<file path="src/rtl/snd_pkg.sv">
// Shared types, constants and helpers for the sound output path.
package snd_pkg;

  localparam int ACC_W      = 24;
  localparam int PCM_W      = 16;
  localparam int PROD_W     = 28;
  localparam int GAIN_UNITY = 8;
  localparam int GAIN_SHIFT = $clog2(GAIN_UNITY);

  localparam logic signed [PROD_W-1:0] SAT_MAX = 28'sd32767;
  localparam logic signed [PROD_W-1:0] SAT_MIN = -28'sd32768;

  function automatic logic signed [PCM_W-1:0] sat16(input logic signed [PROD_W-1:0] v);
    if (v > SAT_MAX) begin
      return 16'sh7FFF;
    end else if (v < SAT_MIN) begin
      return 16'sh8000;
    end else begin
      return v[PCM_W-1:0];
    end
  endfunction

  // Subtracting the 0x8000 offset is an MSB flip; the result is then sign-extended.
  function automatic logic signed [ACC_W-1:0] to_signed_pcm(input logic [PCM_W-1:0] u);
    return {{(ACC_W-PCM_W){~u[PCM_W-1]}}, ~u[PCM_W-1], u[PCM_W-2:0]};
  endfunction

endpackage

</file>
<file path="src/rtl/sample_tick_gen.sv">
// Fractional-N sample strobe: one-cycle tick at SAMPLE_HZ average rate from CLK_HZ.
module sample_tick_gen #(
  parameter int unsigned CLK_HZ    = 12_000_000,
  parameter int unsigned SAMPLE_HZ = 48_000
) (
  input  logic clk,
  input  logic rst,
  output logic tick
);

  logic [31:0] r_phase;
  logic        r_tick;
  logic [31:0] w_sum;

  assign w_sum = r_phase + SAMPLE_HZ;

  always_ff @(posedge clk) begin
    if (rst) begin
      r_phase <= '0;
      r_tick  <= 1'b0;
    end else if (w_sum >= CLK_HZ) begin
      r_phase <= w_sum - CLK_HZ;
      r_tick  <= 1'b1;
    end else begin
      r_phase <= w_sum;
      r_tick  <= 1'b0;
    end
  end

  assign tick = r_tick;

endmodule

</file>
<file path="src/rtl/snd_out_filter.sv">
// Mixer-to-PCM conditioning: decimate, DC-block, low-pass, gain/saturate, mute.
module snd_out_filter
  import snd_pkg::*;
#(
  parameter int unsigned CLK_HZ    = 12_000_000,
  parameter int unsigned SAMPLE_HZ = 48_000,
  parameter int          DC_SHIFT  = 10,
  parameter int          LP_SHIFT  = 1
) (
  input  logic             clk,
  input  logic             rst,
  input  logic [PCM_W-1:0] snd_in,
  input  logic [3:0]       gain,
  input  logic             mute,
  output logic [PCM_W-1:0] pcm_out,
  output logic             pcm_valid
);

  // The single-issue pipeline relies on ticks being at least four cycles apart.
  if (64'(SAMPLE_HZ) * 64'd4 > 64'(CLK_HZ)) begin : g_badRate
    $error("snd_out_filter: SAMPLE_HZ*4 must not exceed CLK_HZ");
  end

  logic                     w_tick;
  logic signed [ACC_W-1:0]  w_x;
  logic signed [ACC_W-1:0]  w_yNew;
  logic signed [ACC_W-1:0]  w_zNext;
  logic signed [28:0]       w_zWide;
  logic signed [28:0]       w_gainWide;
  logic signed [28:0]       w_prod;
  logic signed [PROD_W-1:0] w_p;

  logic signed [ACC_W-1:0]  r_xPrev;
  logic signed [ACC_W-1:0]  r_y;
  logic signed [ACC_W-1:0]  r_z;
  logic                     r_v1;
  logic                     r_v2;
  logic                     r_v3;
  logic        [PCM_W-1:0]  r_pcm;

  sample_tick_gen #(
    .CLK_HZ   (CLK_HZ),
    .SAMPLE_HZ(SAMPLE_HZ)
  ) u_tick (
    .clk (clk),
    .rst (rst),
    .tick(w_tick)
  );

  assign w_x        = to_signed_pcm(snd_in);
  assign w_yNew     = w_x - r_xPrev + r_y - (r_y >>> DC_SHIFT);
  assign w_zNext    = r_z + ((r_y - r_z) >>> LP_SHIFT);
  assign w_zWide    = 29'(r_z);
  assign w_gainWide = {25'd0, gain};
  assign w_prod     = w_zWide * w_gainWide;
  assign w_p        = PROD_W'(w_prod >>> GAIN_SHIFT);

  // Stage 1 on the tick, stage 2 one cycle later, output register one cycle after that.
  always_ff @(posedge clk) begin
    if (rst) begin
      r_xPrev <= '0;
      r_y     <= '0;
      r_z     <= '0;
      r_v1    <= 1'b0;
      r_v2    <= 1'b0;
      r_v3    <= 1'b0;
      r_pcm   <= '0;
    end else begin
      r_v1 <= w_tick;
      r_v2 <= r_v1;
      r_v3 <= r_v2;
      if (w_tick) begin
        r_xPrev <= w_x;
        r_y     <= w_yNew;
      end
      if (r_v1) begin
        r_z <= w_zNext;
      end
      if (r_v2) begin
        r_pcm <= mute ? '0 : sat16(w_p);
      end
    end
  end

  assign pcm_out   = r_pcm;
  assign pcm_valid = r_v3;

endmodule

</file>
<file path="config.mk">
export PLATFORM = sky130hd
export DESIGN_NAME = snd_out_filter
export DESIGN_NICKNAME = d
export VERILOG_FILES = /design/src/rtl/snd_pkg.sv /design/src/rtl/sample_tick_gen.sv /design/src/rtl/snd_out_filter.sv
export SDC_FILE = /design/constraint.sdc
export NUM_CORES = 1
export LEC_CHECK = 0
export ABC_AREA = 1
export CORE_AREA = 2 2 161 163
export DETAILED_ROUTE_END_ITERATION = 7
export DIE_AREA = 0 0 163 165
export PLACE_DENSITY_LB_ADDON = 0.15
export SLEW_MARGIN = 20
export SYNTH_ARGS = -nofsm -noshare
export SYNTH_HDL_FRONTEND = slang
export SYNTH_SLANG_ARGS = --single-unit
export TNS_END_PERCENT = 50
</file>
<file path="constraint.sdc">
create_clock -name clk -period 5.3 [get_ports clk]
set_clock_uncertainty 0.2 [all_clocks]
set_input_delay 1.06 -clock clk [delete_from_list [all_inputs] [get_ports clk]]
set_output_delay 1.06 -clock clk [all_outputs]
set_load 0.02 [all_outputs]
</file>
Yosys cells after proc, flatten, opt, wreduce, memory -nomap -nowiden --
Index checks and enable logic that the tools add are counted.
Storage, ports and cells: register bits after elaboration 116, input port bits 23, output and inout bits 17, word-level logic and storage cells 26
Operators by class: add/sub/neg operators 7, multipliers 1, $lt $le $gt $ge 3, muxes and demuxes 5, bitwise operators 1
Operators by type and width (count):
- two-way mux 16 bit | 3
- adder 32 x 16 -> 32 bit, second input constant | 1
- greater-or-equal comparator 32 x 24 -> 1 bit, second input constant | 1
- two-way mux 32 bit | 1
- subtractor 32 x 24 -> 32 bit, second input constant | 1
- multiplier 24 x 5 -> 29 bit | 1
- greater-than comparator 26 x 16 -> 1 bit, second input constant | 1
- less-than comparator 26 x 16 -> 1 bit, second input constant | 1
- adder 17 x 24 -> 24 bit | 1
- adder 24 x 23 -> 24 bit | 1
- subtractor 24 x 14 -> 24 bit | 1
- subtractor 24 bit | 1
- subtractor 16 x 16 -> 17 bit | 1
- two-way mux 1 bit | 1
- NOT 1 bit | 1

Depth between registers and ports, before layout --
word-level depth 5, mapped depth 27, mapped depth without buffers 26

By module --
A second synthesis with hierarchy kept.
Second synthesis, totals: cell total of the unflattened synthesis 2202, area, all modules 14136.1 µm²
Modules (own cells, without submodules):
- snd_out_filter | instances 1, cells an instance 1734, area an instance 11531.1 µm², seq. area each 1661.6 µm²
- sample_tick_gen | instances 1, cells an instance 468, area an instance 2605.0 µm², seq. area each 520.5 µm²

Least setup slack after synthesis --
OpenSTA, ideal clock, no wires.
path type input to register, from in gain[2], to reg r_pcm[10] (netlist: pcm_out[10]), setup time 0.070 ns, arrival 4.642 ns, required time 5.030 ns, slack 0.388 ns, stages on the path 22, buffers on the path 2, cells stage by stage clkbuf_1 nand2_1 inv_1 ha_1 fa_1 inv_1 fa_1 inv_1 ha_1 nand2_1 nor2_1 and2_1 nand3_1 nand3_1 nand3_1 nand3_1 xnor2_1 nand3_1 buf_2 nand2_1 inv_1 a21oi_1
On the way: cells in the longest elaborated chain, start to end 5, elaborated cells on any way between the ends 6, those cells by class mul: 1; order compare: 2; mux: 3
Ends and longest elaborated chain:
- start, declared | RTL line snd_out_filter.sv:13 | input logic [3:0] gain,
- multiplier 24 x 5 -> 29 bit * | RTL line snd_out_filter.sv:55 | assign w_prod = w_zWide * w_gainWide;
- less-than comparator 26 x 16 -> 1 bit | RTL line snd_pkg.sv:16 | end else if (v < SAT_MIN) begin
- two-way mux 16 bit | RTL line snd_pkg.sv:16
- two-way mux 16 bit * | RTL line snd_pkg.sv:14 | if (v > SAT_MAX) begin
- two-way mux 16 bit * | RTL line snd_out_filter.sv:80 | r_pcm <= mute ? '0 : sat16(w_p);
- end signal, assigned | RTL line snd_out_filter.sv:80
- end, declared | RTL line snd_out_filter.sv:39 | logic [PCM_W-1:0] r_pcm;
Every way passes the cells marked *; elsewhere a longest branch is shown, timed or not. A chain may end at the register's enable or synchronous reset.

Final worst setup path --
from in gain[2], to reg r_pcm[1] (netlist: pcm_out[1])
Same word-level chain as after synthesis.

==> metrics.md <==
| Metric | Value |
|---|---|
| Die Area | `0.0269 mm²` |
| First DRT Iteration DRCs | `990` |
| Critical Path Source Type | `input pin` |
| Synth area leaders | `nand2_1 (16%), dfxtp_1 (15%), inv_1 (13%)` |
| TritonCTS clock tree | `done` |
| Ratio of cells with drive above 1 in the final layout | `0.0712` |
| Placed insts | `2,686` |
| Mapped Avg Cell Area | `6.33 µm²` |
| Cts bufs inserted | `9` |
| Cell variety after synth | `45` |
| Layout Nets | `2,609` |
| Vias after detailed routing | `14,100` |
| Final hold vios | `0` |
| Post-synth ARST share | `0` |
| Yosys top cell by area | `nand2_1` |
| Fmax achieved | `199 MHz` |
| Total GRT Usage | `0.287` |
| Status | `finished clean` |
| Largest net degree at the start of global routing | `62` |
| Gp weighted congestion | `0.923` |
| Max Cap Viol | `0` |
| Synth top area share | `0.158` |
| Clk sinks | `109` |
| Clock Latency Late Sink | `0.38 ns` |
| # IOs | `40` |
| Antenna violations before repair | `0` |
| Number of antenna diodes | `0` |
| DR pass1 iterations | `7` |
| Mapped cell area | `0.0144 mm²` |
| Final std cells w/o fill | `2,704` |
| Core Region | `0.0250 mm²` |
| First-pass GRT wire length | `62.6 mm` |
| Clk root buf | `clkbuf_16` |
| Final Cycle Share | `0.950` |
| CTS max path bufs | `2` |
| Final worst-path setup slack | `0.267 ns` |
| Max incr delay on CP | `0.55 ns` |
| Die Y | `165 µm` |
| Relative max-transition margin | `0.354` |
| Setup CP Type | `in -> reg` |
| Post-synth EDFFs | `0` |
| Worst slack, placed | `-0.372 ns` |
| Slowest CP cell | `fa_1` |
| Slew Viols, Final | `0` |
| YS warnings | `0` |
| Rows | `58` |
| Synth Flop Type | `dfxtp_1` |
| Routed WL per cell | `14.0 µm` |
| Worst Hold Class | `reg -> reg` |
| DRC Markers | `0` |
| Post-Synthesis Cells | `2,277` |
| Clk pin slew, worst setup/hold paths | `0.08 ns` |
| Vias per cell | `5.22` |
| Worst Path Max Fanout | `14` |
| # setup viols final | `0` |
| H-tree depth | `3` |
| Synthesis-to-layout area growth | `11.4%` |
| Horiz. Die Dim | `163 µm` |
| WP data required | `5.32 ns` |
| Post-synth top cells | `nand2_1 (606), inv_1 (490), a21oi_1 (177)` |
| WP data arrival | `5.05 ns` |
| Port buffer count | `39` |
| Flops & latches, synth | `109` |
| WHS | `0.267 ns` |
| Vias in the first global route | `13,400` |
| Most frequent cell after synthesis | `nand2_1` |
| Post-CTS Setup Repair Bufs | `0` |
| Post-DP HPWL | `30.7 mm` |
| Syn_nets | `2,517` |
| Initial Util | `0.575` |
| CTS Hold Bufs | `0` |
| CP most frequent cell | `nand2_1` |
| Worst Setup End Kind | `flop` |
| Utilization after layout | `0.641` |
| Post-DRT Antenna Nets | `0` |
| Total grt overflow | `0` |
| RSZ-0062 raised after global routing | `yes` |
| Clock period minus worst slack | `5.03 ns` |
| Final WL | `37.7 mm` |
| Post-synthesis sequential area ratio | `0.151` |
| Worst slew pin tran | `0.968 ns` |
[placed cells by master, fill, tap and decap left out, types with 12 or more instances in the layout]
cell type | Yosys | layout
nor2_2 | 7 | 14
nor3_1 | 12 | 12
nand4_1 | 31 | 31
ha_1 | 126 | 125
o211ai_1 | 12 | 12
buf_4 | 0 | 74
xor2_1 | 49 | 49
xnor2_1 | 26 | 25
dfxtp_1 | 109 | 109
o21ai_0 | 99 | 99
fa_1 | 91 | 91
nand3_1 | 122 | 121
a21oi_1 | 177 | 176
nor2_1 | 166 | 159
inv_1 | 490 | 490
nand2_1 | 606 | 605
clkdlybuf4s50_1 | 0 | 36
nand2_2 | 16 | 17
[state kept, by name, summed over array words and instances (netlist names)]
name / count
r_v2: 1
pcm_out: 16
r_z: 24
r_y: 24
u_tick.tick: 1
u_tick.r_phase: 25
r_xPrev: 16
r_v1: 1
pcm_valid: 1
[per-stage QoR]
stage,cell area [µm²],TNS (ns)
floorplan,14400,0
global placement,15700,-4.21
detailed placement,15700,-5.29
CTS,16000,0
global route,16100,-0.0209
finish,16100,0
[per-layer routing]
layer  global-route usage  vias up  share of wire
met4                0.102        0          0.031
met5                    0        -              0
met1                0.369     6452           0.45
li1                     -     7260              -
met2                0.504      338           0.47
met3               0.0291       60          0.049
[area by class of cell]
class | count | area [µm²]
Timing Repair Buffer | 120 | 1090
Tap cell | 330 | 413
Inverter | 504 | 1890
Sequential cell | 109 | 2180
Multi-Input combinational cell | 1625 | 10200
Clock inverter | 6 | 45.0
Clock buffer | 10 | 229
Fill cell | 2382 | 8980
[repair_timing]
action / CTS / global route
endpoints found under the setup margin: 1 / 18
pin swaps: 1 / 0
resized for setup: 2 / 15
gates cloned: 0 / 2
[final timing paths]
path	start	end	slack [ns]	depth (start not counted)
max	gain[2]	pcm_out[1]	0.27	27
min	r_v2	pcm_out[15]	0.27	2
max reg2reg	r_z[1]	r_z[22]	0.52	24
min reg2reg	r_v2	pcm_out[15]	0.27	2
[worst max-delay path: cells and delay by family]
kind	cells	cell delay (ns)
compound gates	2	0.26
fa+ha+maj	4	1.74
buf+inv	9	0.89
simple gates	12	1.10
[cell families (layout without fill, tap and decap cells)]
logic type	Yosys count	count (layout)	synth area share
buf+inv	543	640	0.143
xor+xnor	76	76	0.0467
fa+ha+maj	217	217	0.236
compound gates	330	330	0.124
simple gates	1002	1002	0.299
flops	109	109	0.151
Power is left out: the tool's default activity adds up to more than one toggle a clock period on the data nets, which glitch-free logic cannot reach.
